[src/rtl/fb_pixel_writer.sv]
// Framebuffer writer: each drawer plot strobe becomes one linear write; clear sweep; optional CLIP_COUNT_EN clip counter.
// Outputs are registered, so a write appears one cycle after its plot. There is no backpressure: one write per cycle, and plots are dropped outside IDLE.
module fb_pixel_writer #(
   parameter int unsigned H_RES  = 160,
   parameter int unsigned V_RES  = 120,
   parameter int unsigned ADDR_W = 15
) (
   input  logic              clk,
   input  logic              rst,
   input  logic [7:0]        in_x,
   input  logic [6:0]        in_y,
   input  logic [2:0]        in_colour,
   input  logic              in_plot,
   input  logic              clear_start,
   input  logic [2:0]        clear_colour,
   output logic              clear_done,
   output logic              busy,
   output logic [ADDR_W-1:0] fb_addr,
   output logic [2:0]        fb_data,
   output logic              fb_we
`ifdef CLIP_COUNT_EN
   ,
   output logic [15:0]       clip_count
`endif
);

   typedef enum logic [1:0] {IDLE, CLEAR, DONE} state_t;

   localparam int unsigned TOTAL = H_RES * V_RES;
   localparam int unsigned AW1   = ADDR_W + 1;

   state_t            state_q, state_d;
   logic [ADDR_W-1:0] cnt_q, cnt_d;
   logic [2:0]        colour_q, colour_d;
   logic [ADDR_W-1:0] fb_addr_q, fb_addr_d;
   logic [2:0]        fb_data_q, fb_data_d;
   logic              fb_we_q, fb_we_d;
   logic              busy_q, busy_d;
   logic              done_q, done_d;
   logic [ADDR_W:0]   lin_addr;
   logic              on_screen;
   logic              last_wr;

   // One spare bit keeps an off-screen product from wrapping onto a valid address.
   assign lin_addr  = AW1'(in_y) * AW1'(H_RES) + AW1'(in_x);
   assign on_screen = (32'(in_x) < H_RES) && (32'(in_y) < V_RES) && (32'(lin_addr) < TOTAL);
   assign last_wr   = (cnt_q == ADDR_W'(TOTAL - 1));

   always_ff @(posedge clk or posedge rst) begin
      if (rst) state_q <= IDLE;
      else     state_q <= state_d;
   end

   always_comb begin
      state_d = state_q;
      case (state_q)
         IDLE:    if (clear_start) state_d = CLEAR;
         CLEAR:   if (last_wr) state_d = DONE;
         DONE:    if (!clear_start) state_d = IDLE;
         default: state_d = IDLE;
      endcase
   end

   always_comb begin
      fb_we_d   = 1'b0;
      fb_addr_d = fb_addr_q;
      fb_data_d = fb_data_q;
      busy_d    = 1'b0;
      done_d    = 1'b0;
      cnt_d     = cnt_q;
      colour_d  = colour_q;
      case (state_q)
         IDLE: begin
            cnt_d = '0;
            if (clear_start) begin
               colour_d = clear_colour;
            end else if (in_plot && on_screen) begin
               fb_we_d   = 1'b1;
               fb_addr_d = lin_addr[ADDR_W-1:0];
               fb_data_d = in_colour;
            end
         end
         CLEAR: begin
            fb_we_d   = 1'b1;
            fb_addr_d = cnt_q;
            fb_data_d = colour_q;
            busy_d    = 1'b1;
            cnt_d     = cnt_q + ADDR_W'(1);
         end
         DONE:    done_d = clear_start;
         default: ;
      endcase
   end

   always_ff @(posedge clk or posedge rst) begin
      if (rst) begin
         cnt_q     <= '0;
         colour_q  <= '0;
         fb_addr_q <= '0;
         fb_data_q <= '0;
         fb_we_q   <= 1'b0;
         busy_q    <= 1'b0;
         done_q    <= 1'b0;
      end else begin
         cnt_q     <= cnt_d;
         colour_q  <= colour_d;
         fb_addr_q <= fb_addr_d;
         fb_data_q <= fb_data_d;
         fb_we_q   <= fb_we_d;
         busy_q    <= busy_d;
         done_q    <= done_d;
      end
   end

   assign fb_addr    = fb_addr_q;
   assign fb_data    = fb_data_q;
   assign fb_we      = fb_we_q;
   assign busy       = busy_q;
   assign clear_done = done_q;

`ifdef CLIP_COUNT_EN
   logic        clip_inc;
   logic [15:0] clip_q;

   assign clip_inc = (state_q == IDLE) && !clear_start && in_plot && !on_screen;

   always_ff @(posedge clk or posedge rst) begin
      if (rst)                               clip_q <= '0;
      else if (clip_inc && clip_q != 16'hFFFF) clip_q <= clip_q + 16'd1;
   end

   assign clip_count = clip_q;
`endif

endmodule
[config.mk]
export PLATFORM = sky130hd
export DESIGN_NAME = fb_pixel_writer
export DESIGN_NICKNAME = d
export VERILOG_FILES = /design/src/rtl/fb_pixel_writer.sv
export SDC_FILE = /design/constraint.sdc
export NUM_CORES = 1
export LEC_CHECK = 0
export ABC_AREA = 1
export ABC_CLOCK_PERIOD_IN_PS = 2400
export BUFFER_PORTS_ARGS = -buffer_cell sky130_fd_sc_hd__buf_2
export CAP_MARGIN = 20
export CELL_PAD_IN_SITES_DETAIL_PLACEMENT = 0
export CELL_PAD_IN_SITES_GLOBAL_PLACEMENT = 1
export CORE_UTILIZATION = 44
export CTS_CLUSTER_DIAMETER = 150
export DETAILED_ROUTE_END_ITERATION = 12
export MAX_ROUTING_LAYER = met4
export PLACE_DENSITY_LB_ADDON = 0.1
export SLEW_MARGIN = 20
export SYNTH_ARGS = -nofsm -noshare
export SYNTH_HDL_FRONTEND = slang
export SYNTH_SLANG_ARGS = --single-unit
[constraint.sdc]
create_clock -name clk -period 2.4 [get_ports clk]
set_input_delay 0.48 -clock clk [delete_from_list [all_inputs] [get_ports clk]]
set_output_delay 0.48 -clock clk [all_outputs]
set_load 0.02 [all_outputs]
==> metrics.sh <==
OUTCOME='finished with violations'
FAILING_CHECKS='negative setup slack'
NETS=459
MAX-SLEW-MARGIN-REL_PCT=65.4
CORE.ROWCOUNT=27
POWERDENSITY_nW_PER_UM2=681
YS_SEQ_ELEMENTS=41
DRTANTENNAVIOLNETS=0
DRIVE_ABOVE_1_SHARE_PCT=33.0
DIE-AREA_SQ_UM=6280
MET1_LENGTH_MICRONS=3410
CLKTRANSATPATHREGS_NS=0.08
AREAGROWTHSYNTHTOFINISH_PCT=30.5
DIE-WIDTH_MICRONS=79.3
PATH_COMMON_CELL='buf_4'
GP_CONGESTION=0.819
CRITICAL_PATH_ARRIVAL_NS=2.66
DRC_ERRORS=0
CP_TOP_FAMILY='adder cells'
TIMING.CRITICAL_PATH.FANOUT_MAX=4
TIMING.CRITICAL_PATH.BUF_INV=6
DRT_WL_TOTAL_MICRONS=6480
FILLERINSTANCES=538
DRT_ITER0_MARKERS=129
CP_DATA_REQUIRED_TIME_NS=2.63
FINAL_CELL_MIX='nand2_1 (86), buf_2 (43), dfrtp_1 (41)'
TIMING.HOLD.WS_NS=0.300
NUMCTSBUFFERS=5
POST_CTS_HOLD_BUFFER_COUNT=0
PERIOD_NEEDED_NS=2.43
VDD.IR_DROP.WORST_mV=0.568
DRT_FIRST_PASS_ITERS=4
AVGSYNTHCELLAREA_SQ_UM=7.57
PORTBUFFERS=45
GLOBAL_ROUTE_WIRE_LENGTH_BEFORE_REPAIR_MICRONS=10600
WORST_SKEW_PAIR.LATE_LATENCY_NS=0.29
FLOORPLAN.INITIALDENSITY_PCT=46.6
LIBRARY_CELL_CONTRIBUTING_THE_LARGEST_SINGLE_DELAY_ON_THE_CRITICAL_PATH='fa_2'
MAXCAPVIOLATIONS=0
YOSYSSEQAREASHARE_PCT=39.0
UTILIZATION_PCT=60.8
VIAS=2397
DP.FINAL_HPWL_MICRONS=4850
SYN-INSTANCE-COUNT=347
GLOBAL_ROUTE_USAGE_SUM_PCT=22.5
CRITICAL_PATH.STARTPOINT_TYPE='input pin'
SLEW_VIOL_FINAL=0
POST_SYNTHESIS_ASYNC_SET_OR_RESET_FLOP_SHARE_PCT=100
GLOBALROUTEOVERFLOWTOTAL=0
LEAKAGE_nW=1.75
WORSTMARGINPINSLEW_NS=0.518
CTS-HTREE-LEVELS=2
DIEHEIGHT_MICRONS=79.3
YOSYS_WARNINGS=0
FINAL_HOLD_VIOL_COUNT=0
GRT_ANTENNA_BEFORE_REPAIR=0
MIN_PERIOD_OVER_PERIOD_PCT=101
LAYOUT.CELLS.MOST_COMMON='nand2_1'
SETUP_WS_NS=-0.0350
CRIT_PATH_END_KIND='flip-flop'
WORSTSETUPPATHTYPE='in -> reg'
ANTENNA_CELLS_INSERTED=0
HIGHEST_ACHIEVABLE_CLOCK_RATE_MHz=411
TOP_SIGNAL_LAYER_USED='met4'
DRT-WIRELENGTH-PER-CELL_MICRONS=13.2
MET3_LENGTH_MICRONS=152
MAX_STAGE_DELAY_NS=0.48
PLACED_STANDARD_CELL_AREA_SQ_UM=3100
MET2WIRELENGTH_MICRONS=2900
FIRST_GLOBAL_VIAS=2241
TOP_LEVEL_PORTS=46
PLACED_CELLS_INCL_TAPS=476
CRIT_PATH_CELL_TRACE='buf_6 -> ha_4 -> ha_4 -> inv_2 -> fa_2 -> nor2_4 -> nand3_2 -> nand3_2 -> nand2_2 -> buf_4 -> buf_4 -> buf_4 -> buf_4 -> o21ai_0 -> nand2_1 -> nand2_1'
SETUP_VIOL=2
POSTSYNTHNETCOUNT=388
PIN_COUNT_OF_THE_BIGGEST_NET_ENTERING_GLOBAL_ROUTING=42
SYNTH.LIB_CELLS_USED.DISTINCT=31
NETLIST_AREA_SQ_UM=2630
FINAL_CELL_COUNT_NO_FILL=490
TOTAL_POWER_W=0.00233
POST_DRT_VIA_CELL_RATIO=4.89
GRT_SETUP_UNREPAIRED='true'
FINAL_STANDARD_CELL_AREA_WITHOUT_FILLERS_SQ_UM=3430
CTSLONGESTPATHBUFFERS=2
SYNTH_TOP_FLOP_CELL='dfrtp_1'
MULTI_INPUT_AREA_SQ_UM=1560
SYNTH_ENABLE_FLOP_CELLS=0
AREA.SEQUENTIAL_SQ_UM=1030
CTS_TREE='built'
SKEW_NS=0.00600
CLOCK-ROOT-BUFFER='clkbuf_8'
CORE_AREA_SQ_UM=5640
CLOCK_SINK_COUNT=41
WORSTHOLDPATHTYPE='in -> async'
-- flip-flops by register name, indices dropped and copies added (netlist names) --
| signal | flops |
|---|---|
| clear_done | 1 |
| cnt_q | 15 |
| fb_we | 1 |
| state_q | 2 |
| fb_data | 3 |
| fb_addr | 15 |
| busy | 1 |
| colour_q | 3 |
-- final cells by class --
| class | instances | area share [%] |
|---|---|---|
| Tap cell | 72 | 2.63 |
| Inverter | 41 | 4.49 |
| Multi-Input combinational cell | 256 | 45.4 |
| Sequential cell | 41 | 29.9 |
| Timing Repair Buffer | 73 | 14.5 |
| Clock inverter | 2 | 1.02 |
| Clock buffer | 5 | 2.01 |
-- Yosys cell counts (5+ instances only) --
library cell / number / area (sq um)
a21oi_1: 12 / 60.1
clkbuf_1: 7 / 26.3
dfrtp_1: 41 / 1030
ha_1: 14 / 175
inv_1: 38 / 143
nand2_1: 96 / 360
nand2_2: 12 / 75.1
nand3_1: 35 / 175
nand3_2: 5 / 50.1
nand4_1: 6 / 37.5
nor2_1: 18 / 67.6
nor3_1: 6 / 30.0
nor3b_1: 5 / 37.5
o21ai_0: 25 / 125
-- routing by layer --
metal  global-route usage [%]  vias up
li1                         -     1275
met1                     33.0     1090
met2                     33.7       29
met3                     3.10        3
met4                     3.27        0
met5                        -        -
-- worst min-delay path, cell delays in order --
cell and delay (ns):
buf_2 0.09, inv_1 0.04, buf_4 0.43
-- repair_timing --
action	CTS	global route
setup buffers	2	3
pin swaps	3	8
gates cloned	1	1
gates resized for setup	11	29
endpoints found under the setup margin	18	19
-- power by group --
group	internal [W]	switching [W]	leakage, nW
Clock	0.000302	0.000233	0.0540
Combinational	0.000360	0.000533	1.17
Sequential	0.000823	0.0000829	0.525
Total	0.00149	0.000848	1.75
-- worst paths after layout --
check | start | to | slack (ns) | cells past startpoint
min in group clk | clear_colour[2] | colour_q[2] | 0.42 | 2
worst max register to register | state_q[1] | fb_addr[1] | 0.49 | 6
worst min register to register | fb_addr[0] | fb_addr[0] | 0.50 | 2
max in group asynchronous | rst | fb_addr[9] | 1.74 | 3
worst max-delay path | in_y[1] | fb_addr[10] | -0.03 | 16
worst min-delay path | rst | colour_q[2] | 0.30 | 3
-- cells by family (layout without fill, tap and decap cells) --
| family | count (synthesis) | count (layout) | synth area share [%] |
|---|---|---|---|
| AO/OA/AOI/OAI | 43 | 43 | 8.62 |
| flip-flops | 41 | 41 | 39.0 |
| multiplexers | 1 | 1 | 0.429 |
| buffers and inverters | 51 | 121 | 8.10 |
| XOR/XNOR | 3 | 3 | 1.00 |
| AND/OR/NAND/NOR | 192 | 193 | 34.6 |
| adder cells (fa/ha/maj) | 16 | 16 | 8.19 |
-- through the flow --
stage / setup TNS (ns) / setup WS [ns]
finish: -0.0375 / -0.0350
detailed placement: -6.22 / -0.356
floorplan: -0.875 / -0.0924
CTS: -0.00207 / -0.00207
global route: -1.88 / -0.129
global placement: -5.96 / -0.330
Note: power is estimated with default switching activity, not from simulation.
